## src/rtl/music_box_sequencer.sv

```systemverilog
// Music box playback sequencer.
// Walks a song's note table in ROM and drives the tone generator.
module music_box_sequencer #(
  parameter int TICKS_PER_UNIT = 1500000,
  parameter int GAP_TICKS      = 120000,
  parameter int LOOP           = 1
) (
  input  logic       clk,
  input  logic       rst,
  input  logic       play,
  input  logic       stop,
  input  logic [1:0] song_sel,
  output logic [6:0] rom_addr,
  input  logic [7:0] rom_data,
  output logic [4:0] note_code,
  output logic       tone_en,
  output logic       playing,
  output logic       paused,
  output logic       song_done
);

  typedef enum logic [2:0] {
    IDLE, FETCH, LOAD, PLAY, GAP, PAUSED
  } state_t;

  localparam logic [23:0] TICK_MAX =
    24'(TICKS_PER_UNIT - 1);
  localparam logic [23:0] TICK_END =
    24'(TICKS_PER_UNIT - GAP_TICKS - 1);
  localparam bit HAS_GAP = (GAP_TICKS != 0);
  localparam bit LOOPS   = (LOOP != 0);

  state_t      state;
  logic        resume_gap;
  logic [1:0]  song_q;
  logic [4:0]  idx;
  logic [23:0] tick;
  logic [2:0]  units;
  logic        last_tick;

  assign rom_addr  = {song_q, idx};
  assign last_tick = (units == 3'd0) && (tick == TICK_END);

  // Playback FSM with note timing and registered outputs
  always_ff @(posedge clk) begin
    song_done <= 1'b0;
    if (rst) begin
      state      <= IDLE;
      resume_gap <= 1'b0;
      song_q     <= 2'd0;
      idx        <= 5'd0;
      tick       <= 24'd0;
      units      <= 3'd0;
      note_code  <= 5'd0;
      tone_en    <= 1'b0;
      playing    <= 1'b0;
      paused     <= 1'b0;
    end else if (stop) begin
      state     <= IDLE;
      idx       <= 5'd0;
      note_code <= 5'd0;
      tone_en   <= 1'b0;
      playing   <= 1'b0;
      paused    <= 1'b0;
    end else begin
      unique case (state)
        IDLE: begin
          if (play) begin
            song_q  <= song_sel;
            idx     <= 5'd0;
            state   <= FETCH;
            playing <= 1'b1;
          end
        end
        FETCH: state <= LOAD;
        LOAD: begin
          if (rom_data[7:5] == 3'd0) begin
            if (LOOPS && idx != 5'd0) begin
              idx   <= 5'd0;
              state <= FETCH;
            end else begin
              state     <= IDLE;
              idx       <= 5'd0;
              note_code <= 5'd0;
              tone_en   <= 1'b0;
              playing   <= 1'b0;
              song_done <= !LOOPS;
            end
          end else begin
            note_code <= rom_data[4:0];
            tone_en   <= (rom_data[4:0] != 5'd0);
            tick      <= 24'd0;
            units     <= rom_data[7:5] - 3'd1;
            state     <= PLAY;
          end
        end
        PLAY: begin
          if (last_tick) begin
            tone_en <= 1'b0;
            if (!HAS_GAP) begin
              idx   <= idx + 5'd1;
              state <= FETCH;
            end else begin
              tick       <= tick + 24'd1;
              resume_gap <= 1'b1;
              if (play) begin
                state   <= PAUSED;
                playing <= 1'b0;
                paused  <= 1'b1;
              end else begin
                state <= GAP;
              end
            end
          end else begin
            if (tick == TICK_MAX) begin
              tick  <= 24'd0;
              units <= units - 3'd1;
            end else begin
              tick <= tick + 24'd1;
            end
            if (play) begin
              state      <= PAUSED;
              resume_gap <= 1'b0;
              tone_en    <= 1'b0;
              playing    <= 1'b0;
              paused     <= 1'b1;
            end
          end
        end
        GAP: begin
          if (tick == TICK_MAX) begin
            idx   <= idx + 5'd1;
            state <= FETCH;
          end else begin
            tick <= tick + 24'd1;
            if (play) begin
              state      <= PAUSED;
              resume_gap <= 1'b1;
              playing    <= 1'b0;
              paused     <= 1'b1;
            end
          end
        end
        PAUSED: begin
          if (play) begin
            state   <= resume_gap ? GAP : PLAY;
            tone_en <= !resume_gap && (note_code != 5'd0);
            playing <= 1'b1;
            paused  <= 1'b0;
          end
        end
        default: state <= IDLE;
      endcase
    end
  end

endmodule

```

## config.mk

```make
export PLATFORM = sky130hd
export DESIGN_NAME = music_box_sequencer
export DESIGN_NICKNAME = d
export VERILOG_FILES = /design/src/rtl/music_box_sequencer.sv
export SDC_FILE = /design/constraint.sdc
export NUM_CORES = 1
export LEC_CHECK = 0
export ABC_CLOCK_PERIOD_IN_PS = 2720
export CAP_MARGIN = 5
export CORE_MARGIN = 2
export CORE_UTILIZATION = 60
export DETAILED_ROUTE_END_ITERATION = 8
export GPL_TIMING_DRIVEN = 0
export PLACE_DENSITY_LB_ADDON = 0.1
export SKIP_LAST_GASP = 1
export SYNTH_ARGS = -nofsm -noshare
export SYNTH_HDL_FRONTEND = slang
export SYNTH_SLANG_ARGS = --single-unit
```

## constraint.sdc

```tcl
create_clock -name clk -period 2.72 [get_ports clk]
set_input_delay 0.272 -clock clk [delete_from_list [all_inputs] [get_ports clk]]
set_output_delay 0.272 -clock clk [all_outputs]
set_load 0.01 [all_outputs]
```

==> results.toml, run 1 <==
[clocking]
clk_path_buf_depth = 2
holdBufCountCts = 0
tritoncts.num_buffers = 5
clk_pin_slew_worst_paths_ps = 90
h-tree-depth = 2
cts-root-buf = "clkbuf_8"
postCtsSetupBuffers = 0
cts_tree = "built"
clock_sinks = 46
ctsResizeCount = 0
clk_latency_ps = 300

[die]
rows = 24
die_area_um2 = 4900
ios = 30
initial_core_util = 0.613
core_area_um2 = 4260
fp.dieH_um = 70
die_w_um = 70

[critical_path]
worstPathMaxFanout = 6
critPathArrivalTime_ps = 2430
worst_ep_required_time_ps = 2900
crit_type = "in -> reg"
critical-path-max-stage-delay_ps = 530
critical_path.cell_chain = "clkdlybuf4s50_1 > or3_1 > o211ai_1 > nand2_1 > a21oi_1 > mux2i_1 > nor2_1"
critPathLaunchType = "input pin"
critPathSlowestCell = "o211ai_1"
cp-end-kind = "flip-flop"

[pwr]
pwr-share-comb = 0.096
p_leak_nw = 1.08
pwr-share-seq = 0.516
clkPwrFrac = 0.388
internal_power_mw = 1.01
peakVddDrop_v = 0.000317
total_power_mw = 1.32
p_sw_frac = 0.238
powerDensity_nw_per_um2 = 432
power_switching_mw = 0.315

[place]
port_buffers = 27
place_congestion = 0.965
dp_slack_ps = 261
hpwl_um = 4630
dpl_cell_area_um2 = 2950

[cells_and_area]
n_antenna_cell = 0
final_cell_mix = "dfxtp_1, nor2_1, nand2_1, a21oi_1, clkdlybuf4s50_1"
drive_gt1_frac = 0.0894
layout_commonest_cell = "dfxtp_1"
final_area_um2 = 3060
fillCellCount = 368
nNetsFinal = 375
syn_to_final_growth_pct = 17.1

[grt]
grt_max_degree = 16
grt_pass1_wl_um = 10500
grt_pass1_vias = 2378
grt.total_usage = 0.264
antenna_found_initial = 0
grt-ovfl-total = 0

[timing]
worstMarginPinSlew_ps = 694
setup_violations = 0
report.final.slew_viol_count = 0
clock.fmax_ghz = 0.445
min_period_over_period = 0.826
period_needed_ps = 2250
hold_ws_ps = 341
grt_setup_unrepaired = "no"
finClkSkew_ps = 7.84
hold_viol = 0
setup_ws_ps = 473
relSlewSlack = 0.532
final.setup.tns_ps = 0

[run_status]
status = "finished, final reports clean"

[synth]
yosysUniqueCellTypes = 64
syn-num-nets = 341
synth_ff_type = "dfxtp_1"
async_flop_share = 0
yosys_warnings = 0
netlist_instances = 323
synth_area_um2 = 2610
ys_seq_elements = 46
syn_area_per_cell_um2 = 8.09
synth-seq-area-share = 0.352
synth_edf_count = 0

[drt]
drc = 0
num_vias = 2562
drtIter0Drc = 269
routed_wirelength_um = 6360
viasPerCell = 6.25
drt.antenna.violating_nets = 0
firstDrtPassIters = 5
wl_per_cell_um = 15.5

[job]
drv_cap = 0

[hold_path]
hold_class = "in -> reg"
[cell usage after synthesis (all sizes together) (6+ instances only)]
cell	count	area, um2
a21oi	27	135
a22oi	6	45.0
and3	10	63.8
buf	6	38.8
clkbuf	8	40.0
dfxtp	46	921
inv	10	37.5
mux2i	7	70.1
nand2	27	101
nand3	13	65.1
nand4	6	43.8
nor2	42	165
nor4	6	37.5
o21ai	19	103
or3	7	43.8
xor2	11	96.3
[cells by family (layout without fill, tap and decap cells)]
kind of cell | after synthesis | after routing | synth area share
AND/OR/NAND/NOR | 148 | 148 | 0.314
AO/OA/AOI/OAI | 79 | 79 | 0.195
flip-flops | 46 | 46 | 0.352
XOR/XNOR | 14 | 14 | 0.0469
adder cells (fa/ha/maj) | 4 | 4 | 0.0191
multiplexers | 7 | 7 | 0.0268
other | 1 | 1 | 0.00143
buffers and inverters | 24 | 59 | 0.0445
[critical path, delay by kind of cell]
| family | cells | cell delay [ps] |
|---|---|---|
| AND/OR/NAND/NOR | 3 | 670 |
| AO/OA/AOI/OAI | 2 | 780 |
| multiplexers | 1 | 240 |
| buffers and inverters | 1 | 470 |
[registers in the layout, summed over array words and instances (netlist names)]
register / flops
song_q: 2
tone_en: 1
tick: 24
playing: 1
paused: 1
idx: 5
units: 3
state: 3
note_code: 5
resume_gap: 1
[metal layers]
layer | GRT usage | share of wire | up-vias
met1 | 0.308 | 0.42 | 1200
met3 | 0.0476 | 0.056 | 21
li1 | - | - | 1237
met4 | 0.124 | 0.026 | 0
met2 | 0.465 | 0.50 | 104
met5 | 0 | 0 | -
[cell type report]
type / instances / area (um2) / area share
Buffer: 14 / 78.8 / 0.0257
Timing Repair Buffer: 27 / 270 / 0.0883
Sequential cell: 46 / 921 / 0.301
Multi-Input combinational cell: 253 / 1580 / 0.515
Tap cell: 52 / 65.1 / 0.0213
Clock buffer: 5 / 68.8 / 0.0225
Inverter: 10 / 37.5 / 0.0123
Clock inverter: 3 / 43.8 / 0.0143
[power groups by stage]
stage          Clock, mW  Combinational, mW  Sequential (mW)
6_report           0.513              0.127            0.683
3_5_place_dp           0              0.124            0.699
3_3_place_gp           0              0.122            0.699
4_1_cts            0.521              0.125            0.683
5_1_grt            0.546              0.137            0.684
2_1_floorplan          0             0.0738            0.700
[per-stage QoR]
step	utilization	instances
6_report	0.718	410
5_1_grt	0.718	410
4_1_cts	0.718	410
3_5_place_dp	0.692	402
3_3_place_gp	0.692	402
2_1_floorplan	-	323
[worst paths after layout]
| kind | start | to | slack, ps | cells after the start |
|---|---|---|---|---|
| setup / recovery | rom_data[6] | tone_en | 470 | 7 |
| hold / removal | rst | song_q[0] | 340 | 2 |
| setup reg to reg | tick[0] | tick[12] | 610 | 7 |
| hold reg to reg | playing | playing | 470 | 2 |
No activity file was read; power rests on OpenSTA's default activity.
==> run 2, diff against run 1 <==
--- a/config.mk
+++ b/config.mk
@@ -5,10 +5,10 @@
 export SDC_FILE = /design/constraint.sdc
 export NUM_CORES = 1
 export LEC_CHECK = 0
-export ABC_CLOCK_PERIOD_IN_PS = 2720
+export ABC_CLOCK_PERIOD_IN_PS = 2300
 export CAP_MARGIN = 5
 export CORE_MARGIN = 2
-export CORE_UTILIZATION = 60
+export CORE_UTILIZATION = 56
 export DETAILED_ROUTE_END_ITERATION = 8
 export GPL_TIMING_DRIVEN = 0
 export PLACE_DENSITY_LB_ADDON = 0.1
==> constraint.sdc (replaced) <==
create_clock -name clk -period 2.3 [get_ports clk]
set_input_delay 0.23 -clock clk [delete_from_list [all_inputs] [get_ports clk]]
set_output_delay 0.23 -clock clk [all_outputs]
set_load 0.01 [all_outputs]
==> run 2 against run 1 <==
Against the previous run: count of clock-buffer cells in the layout is 3 higher; total power grew 16%; sequential power is 18% higher; routed wire length fell by 4.1%; first-iteration DRC count increased by 3.0%; largest cell class unchanged; highest routed layer unchanged.
==> results.toml, run 2 (synthesis results as in run 1) <==
[run_status]
status = "finished, final reports clean"

[timing]
finClkSkew_ps = 6.67
clock.fmax_ghz = 0.485
grt_setup_unrepaired = "no"
hold_viol = 0
final.setup.tns_ps = 0
setup_ws_ps = 237
report.final.slew_viol_count = 0
relSlewSlack = 0.585
setup_violations = 0
period_needed_ps = 2060
min_period_over_period = 0.897
worstMarginPinSlew_ps = 615

[die]
fp.dieH_um = 72.3
die_area_um2 = 5230
core_area_um2 = 4410
die_w_um = 72.3
rows = 24
initial_core_util = 0.592
ios = 30

[pwr]
clkPwrFrac = 0.375
p_leak_nw = 1.07
pwr-share-comb = 0.097
peakVddDrop_v = 0.000315
power_switching_mw = 0.359
p_sw_frac = 0.235
powerDensity_nw_per_um2 = 500
internal_power_mw = 1.17
pwr-share-seq = 0.529

[job]
drv_cap = 0

[place]
place_congestion = 0.879
port_buffers = 27
dp_slack_ps = -26.8
hpwl_um = 4460

[grt]
grt_pass1_wl_um = 10300
grt_pass1_vias = 2171
antenna_found_initial = 0
grt_max_degree = 14
grt-ovfl-total = 0
grt.total_usage = 0.245

[critical_path]
crit_type = "in -> reg"
critPathArrivalTime_ps = 2240
critPathSlowestCell = "or3_1"
crit_buf_inv = 1
critical-path-max-stage-delay_ps = 510
worstPathMaxFanout = 6
worst_ep_required_time_ps = 2480
critPathLaunchType = "input pin"
cp_top_family = "compound AO/OA/AOI/OAI gates"
cp-end-kind = "flip-flop"
critical_path.cell_chain = "clkdlybuf4s50_1 > or3_1 > o211ai_1 > nand2_1 > a21oi_1 > mux2i_1 > nor2_1"

[drt]
drc = 0
drt.antenna.violating_nets = 0
wl_per_cell_um = 14.9
num_vias = 2524
drtIter0Drc = 277
firstDrtPassIters = 7
viasPerCell = 6.16
routed_wirelength_um = 6100

[cells_and_area]
largest_reg_flops = 24
top_regs = "tick (24), idx (5), note_code (5)"
drive_gt1_frac = 0.0894
nNetsFinal = 375
layout_commonest_cell = "dfxtp_1"
syn_to_final_growth_pct = 17.0
final_cell_mix = "dfxtp_1, nor2_1, nand2_1, a21oi_1, clkdlybuf4s50_1"
top_register = "tick"
n_antenna_cell = 0

[clocking]
ctsResizeCount = 0
clk_latency_ps = 300
postCtsSetupBuffers = 0
tritoncts.num_buffers = 5
clock_sinks = 46
clk_path_buf_depth = 2
cts_tree = "built"
holdBufCountCts = 0
cts-root-buf = "clkbuf_8"
clk_pin_slew_worst_paths_ps = 80
h-tree-depth = 2

[hold_path]
hold_class = "in -> reg"
run 2: cell types whose count changed in the layout (fill, tap and decap cells not counted), sizes merged:
cell	delta
clkbuf	+3
bufinv	-1
clkinv	-1
inv	-1
run 2: area by class of cell:
type / instances / area (um2)
clock buffers: 8 / 110
plain buffers: 14 / 78.8
repair buffers: 27 / 270
flip-flops and latches: 46 / 921
inverters: 10 / 37.5
multi-input cells: 253 / 1580
fillers: 370 / 1360
well taps: 52 / 65.1
run 2: power by group through the flow:
stage / clock network (mW) / registers (mW) / logic [mW]
after floorplan: 0 / 0.828 / 0.0872
after global placement: 0 / 0.826 / 0.144
after detailed placement: 0 / 0.827 / 0.145
after CTS: 0.586 / 0.808 / 0.145
after global routing: 0.622 / 0.809 / 0.162
final: 0.572 / 0.808 / 0.148
run 2: final timing paths:
| path | from | endpoint | slack, ps | depth (start not counted) |
|---|---|---|---|---|
| worst max register to register | tick[9] | tick[12] | 270 | 6 |
| worst max-delay path | rom_data[6] | tone_en | 240 | 7 |
| worst min-delay path | rst | song_q[1] | 330 | 2 |
| worst min register to register | units[1] | units[1] | 480 | 2 |
run 2: per-layer routing:
metal,track usage,wire length [um],up-vias
li1,-,-,1241
met1,0.365,2990,1162
met2,0.353,2580,110
met3,0.0528,454,11
met4,0.0755,78,0
met5,0,0,-
run 2: stage by stage:
stage / instances / cell area [um2] / total power [mW] / hold WS (ps) / util
after CTS: 410 / 3060 / 1.54 / 314 / 0.693
after detailed placement: 402 / 2950 / 0.971 / 467 / 0.668
final: 410 / 3060 / 1.53 / 330 / 0.693
after global placement: 402 / 2950 / 0.971 / 453 / 0.668
after global routing: 410 / 3060 / 1.59 / 334 / 0.693
after floorplan: 323 / 2610 / 0.915 / 377 / -
run 2: worst reg2reg max path: cells and delay by family (launching register included):
kind	cells	cell delay (ps)
AND/OR/NAND/NOR	3	760
AO/OA/AOI/OAI	3	740
flip-flops	1	480
